File: src/rtl/fft_frame_ctrl.sv
// fft_frame_ctrl: frame sequencer gating samples into the deserializer, then
// starting the FFT core and loading the serializer, with a per-wait watchdog.
module fft_frame_ctrl #(
    parameter int N_POINTS = 8,
    parameter int TIMEOUT  = 64,
    parameter int CNT_W    = 16
) (
    input  logic             clk,
    input  logic             reset_n,
    input  logic             cfg_real_mode,
    input  logic             s_valid,
    output logic             s_ready,
    output logic             des_input_valid,
    output logic             des_real_mode,
    input  logic             des_output_valid,
    output logic             fft_start,
    input  logic             fft_done,
    input  logic             ser_busy,
    output logic             ser_load,
    output logic             frame_done,
    output logic             busy,
    input  logic             err_clr,
    output logic             err_timeout,
    output logic [CNT_W-1:0] frame_count
);
    localparam int BW = $clog2(N_POINTS + 1);
    localparam int TW = $clog2(TIMEOUT);

    typedef enum logic [2:0] {
        IDLE, COLLECT, WAIT_DES, START, COMPUTE, WAIT_SER, LOAD, DONE
    } state_t;

    state_t          state, state_nx;
    logic   [BW-1:0] beat_cnt, need;
    logic   [TW-1:0] tmr;
    logic            mode_r, accept, expire, set_err;

    assign need    = mode_r ? BW'(N_POINTS / 2) : BW'(N_POINTS);
    assign accept  = s_valid && s_ready;
    assign expire  = tmr == TW'(TIMEOUT - 1);
    // the awaited event wins over the watchdog on the same cycle
    assign set_err = expire && ((state == WAIT_DES && !des_output_valid) ||
                                (state == COMPUTE && !fft_done));

    always_ff @(posedge clk) begin
        if (!reset_n) state <= IDLE;
        else          state <= state_nx;
    end

    always_comb begin
        state_nx = state;
        unique case (state)
            IDLE:     state_nx = accept ? COLLECT : IDLE;
            COLLECT:  state_nx = (accept && beat_cnt + 1'b1 == need) ? WAIT_DES : COLLECT;
            WAIT_DES: state_nx = des_output_valid ? START : expire ? IDLE : WAIT_DES;
            START:    state_nx = COMPUTE;
            COMPUTE:  state_nx = fft_done ? WAIT_SER : expire ? IDLE : COMPUTE;
            WAIT_SER: state_nx = ser_busy ? WAIT_SER : LOAD;
            LOAD:     state_nx = DONE;
            DONE:     state_nx = IDLE;
            default:  state_nx = IDLE;
        endcase
    end

    always_comb begin
        s_ready         = state == IDLE || state == COLLECT;
        des_input_valid = s_valid && s_ready;
        des_real_mode   = state == IDLE ? cfg_real_mode : mode_r;
        fft_start       = state == START;
        ser_load        = state == LOAD;
        frame_done      = state == DONE;
        busy            = state != IDLE;
    end

    always_ff @(posedge clk) begin
        if (!reset_n) begin
            beat_cnt    <= '0;
            tmr         <= '0;
            mode_r      <= 1'b0;
            err_timeout <= 1'b0;
            frame_count <= '0;
        end else begin
            if (accept) beat_cnt <= state == IDLE ? BW'(1) : beat_cnt + 1'b1;
            if (accept && state == IDLE) mode_r <= cfg_real_mode;
            // zero on entry, so the first cycle of a wait sees tmr == 0
            tmr         <= (state_nx == state && (state == WAIT_DES || state == COMPUTE)) ?
                           tmr + 1'b1 : '0;
            err_timeout <= set_err | (err_timeout & ~err_clr);
            if (state == DONE) frame_count <= frame_count + 1'b1;
        end
    end
endmodule

File: config.mk
export PLATFORM = sky130hd
export DESIGN_NAME = fft_frame_ctrl
export DESIGN_NICKNAME = d
export VERILOG_FILES = /design/src/rtl/fft_frame_ctrl.sv
export SDC_FILE = /design/constraint.sdc
export NUM_CORES = 1
export LEC_CHECK = 0
export CORE_UTILIZATION = 54
export CTS_CLUSTER_DIAMETER = 200
export CTS_CLUSTER_SIZE = 10
export DETAILED_ROUTE_END_ITERATION = 16
export PLACE_DENSITY = 0.89
export SYNTH_ARGS = -nofsm -noshare
export SYNTH_HDL_FRONTEND = slang
export SYNTH_SLANG_ARGS = --single-unit
File: constraint.sdc
create_clock -name clk -period 4.75 [get_ports clk]
set_input_delay 1.1875 -clock clk [delete_from_list [all_inputs] [get_ports clk]]
set_output_delay 1.1875 -clock clk [all_outputs]
set_load 0.01 [all_outputs]
==> flow_summary.yaml <==
clocking:
  tritoncts: "done"
  clock_tree_buffer_depth: 2
  worst_skew_pair.late_latency_ns: 0.32
  cts.root.buffer_cell: "sky130_fd_sc_hd__clkbuf_4"
  numCtsBuffers: 5
  cts-htree-levels: 2
  clkSlewWorstSetupHoldPaths_ns: 0.09
  ctsHoldBuffers: 0
  numClockSinks: 31
  setup_fix_buffers_added_after_clock_tree_synthesis: 0
  postCtsResizedCells: 0
sta:
  whs_ns: 0.448
  final-hold-violation-count: 0
  rsz0062_at_grt: "no"
  timing.slew.headroom: 0.371
  setup-tns-final_ns: 0
  fin_crit_sh: 0.788
  worst-slew-pin-transition_ns: 0.941
  slew_violations: 0
  final-setup-viol-count: 0
  skew_ns: 0.00419
  final_period_minus_worst_setup_slack_ns: 3.74
  timing.fmax_mhz: 267
synth:
  syn_avg_cell_area_um2: 8.56
  synth_net_count: 188
  ys_types: 39
  synth.yosys.seq_area_share: 0.410
  syn_inst: 177
  synth_area_um2: 1520
  yosysWarningCount: 0
  ys_seq_elements: 31
place:
  io_buffers: 31
  post-dp-hpwl_um: 2320
  final_replace_weighted_congestion: 0.796
  post_dp_cell_area_um2: 1830
  placed_cells: 230
pwr:
  total_leakage_power_nw: 0.693
  pwr_density_cell_nw_per_um2: 229
  peakVddDrop_mv: 0.211
routing:
  drt-wirelength-per-cell_um: 13.6
  post_drt_via_cell_ratio: 5.85
  ant_nets: 0
  dr.first_iter.drc_count: 30
  postRouteWirelength_um: 3220
  remaining_drc_errors: 0
  num_vias: 1380
  firstDrtPassIters: 4
floorplan:
  die_area_um2: 3020
  die_height_um: 55.0
  initial_utilization: 0.590
  row_count: 18
  die_width_um: 55.0
  design.portCount: 32
  core_area_um2: 2570
global_route:
  grt_first_pass_wirelength_um: 5010
  grt-ovfl-total: 0
  antenna_found_initial: 0
  grt_start_max_net_pins: 32
  track_usage: 0.236
  grt_pass1_vias: 1204
layout:
  drive_above_1_share: 0.0340
  antenna_cells_inserted: 0
  fin_util: 0.729
  post_layout_nonfiller_instances: 236
  area_growth_pct: 23.5
  stdcell_area_um2: 1870
  fin_nets: 218
worst_setup_path:
  worstPathRequired_ns: 3.56
  critical_path_class: "in2out"
  cp-start-kind: "input port"
  worstPathArrival_ns: 2.55
  type_of_element_capturing_the_critical_path: "output port"
  timing.critical_path.fanout_max: 10
run:
  drv.max_cap_violation_count: 0
status:
  status: "finished clean"
min_path:
  hold_path.class: "reg2reg"
worst max-delay path, stage by stage:
cell	delay (ns)
sky130_fd_sc_hd__clkdlybuf4s50_1	0.42
sky130_fd_sc_hd__nand2_1	0.13
sky130_fd_sc_hd__clkinv_1	0.25
sky130_fd_sc_hd__clkdlybuf4s50_1	0.56
final cells by class:
type / instances / area (um2)
Multi-Input combinational cell: 131 / 836
Fill cell: 194 / 696
Clock buffer: 6 / 41.3
Tap cell: 30 / 37.5
Sequential cell: 31 / 621
Timing Repair Buffer: 31 / 310
Inverter: 7 / 26.3
where the power goes:
part           switching (mW)  leakage [nW]  internal (mW)
Combinational          0.0129         0.418         0.0134
Sequential            0.00453         0.250          0.262
Clock                  0.0841        0.0242         0.0526
synthesized netlist by cell type:
cell	n	area (um2)
sky130_fd_sc_hd__a211oi_1	1	7.51
sky130_fd_sc_hd__a21boi_0	3	22.5
sky130_fd_sc_hd__a21boi_1	1	7.51
sky130_fd_sc_hd__a21oi_1	2	10.0
sky130_fd_sc_hd__a22oi_1	1	7.51
sky130_fd_sc_hd__a32oi_1	1	8.76
sky130_fd_sc_hd__and2_1	10	62.6
sky130_fd_sc_hd__and3_1	3	18.8
sky130_fd_sc_hd__buf_1	1	3.75
sky130_fd_sc_hd__buf_2	2	10.0
sky130_fd_sc_hd__clkbuf_1	5	18.8
sky130_fd_sc_hd__clkinv_1	1	3.75
sky130_fd_sc_hd__dfxtp_1	31	621
sky130_fd_sc_hd__ha_1	3	37.5
sky130_fd_sc_hd__inv_1	6	22.5
sky130_fd_sc_hd__mux2_2	1	11.3
sky130_fd_sc_hd__mux2i_1	6	60.1
sky130_fd_sc_hd__nand2_1	18	67.6
sky130_fd_sc_hd__nand2b_1	5	31.3
sky130_fd_sc_hd__nand3_1	11	55.1
sky130_fd_sc_hd__nand4_1	3	18.8
sky130_fd_sc_hd__nand4_2	1	12.5
sky130_fd_sc_hd__nand4b_1	2	17.5
sky130_fd_sc_hd__nand4bb_1	1	11.3
sky130_fd_sc_hd__nor2_1	13	48.8
sky130_fd_sc_hd__nor2b_1	5	31.3
sky130_fd_sc_hd__nor3_1	7	35.0
sky130_fd_sc_hd__nor3b_1	1	7.51
sky130_fd_sc_hd__nor4_1	3	18.8
sky130_fd_sc_hd__nor4b_1	1	8.76
sky130_fd_sc_hd__o211a_1	1	10.0
sky130_fd_sc_hd__o21a_1	3	22.5
sky130_fd_sc_hd__o21ai_0	6	30.0
sky130_fd_sc_hd__o311a_1	1	10.0
sky130_fd_sc_hd__o32ai_1	1	8.76
sky130_fd_sc_hd__or3_1	1	6.26
sky130_fd_sc_hd__or4_1	1	7.51
sky130_fd_sc_hd__xnor2_1	9	78.8
sky130_fd_sc_hd__xor2_1	5	43.8
through the flow:
stage | total power [mW] | setup WS, ns
after floorplan | 0.284 | 2.07
after global placement | 0.297 | 1.10
after detailed placement | 0.298 | 1.04
after CTS | 0.430 | 1.02
after global routing | 0.447 | 0.957
final | 0.429 | 1.01
cells in the final DEF, fill, tap and decap left out, types with 5 or more instances in the layout:
cell,count
sky130_fd_sc_hd__mux2i_1,6
sky130_fd_sc_hd__nor2_1,13
sky130_fd_sc_hd__nor3_1,7
sky130_fd_sc_hd__clkdlybuf4s50_1,31
sky130_fd_sc_hd__nor2b_1,5
sky130_fd_sc_hd__o21ai_0,6
sky130_fd_sc_hd__xor2_1,5
sky130_fd_sc_hd__nand2b_1,5
sky130_fd_sc_hd__xnor2_1,9
sky130_fd_sc_hd__inv_1,6
sky130_fd_sc_hd__nand3_1,11
sky130_fd_sc_hd__dfxtp_1,31
sky130_fd_sc_hd__nand2_1,18
sky130_fd_sc_hd__clkbuf_4,5
sky130_fd_sc_hd__and2_1,10
final timing paths:
check	start	to	slack, ns	depth (start not counted)
max reg2reg	state[0]	frame_count[14]	2.63	4
min	tmr[0]	tmr[0]	0.45	1
min reg2reg	tmr[0]	tmr[0]	0.45	1
max	s_valid	des_input_valid	1.01	4
routing by layer:
layer	part of all wire	GRT usage
met2	0.50	0.388
met4	0.013	0.138
met3	0.061	0.0683
met5	0	0
met1	0.43	0.270
registers in the layout (all words and copies together), names as in the netlist:
| name | cells |
|---|---|
| beat_cnt | 4 |
| err_timeout | 1 |
| frame_count | 16 |
| mode_r | 1 |
| state | 3 |
| tmr | 6 |
cell families after synthesis:
logic type / Yosys count / synth area share
multiplexers: 7 / 0.0471
adder cells (fa/ha/maj): 3 / 0.0248
AND/OR/NAND/NOR: 86 / 0.303
buffers and inverters: 15 / 0.0388
AO/OA/AOI/OAI: 21 / 0.0958
XOR/XNOR: 14 / 0.0809
flip-flops: 31 / 0.410
(Power assumes the default switching activity.)
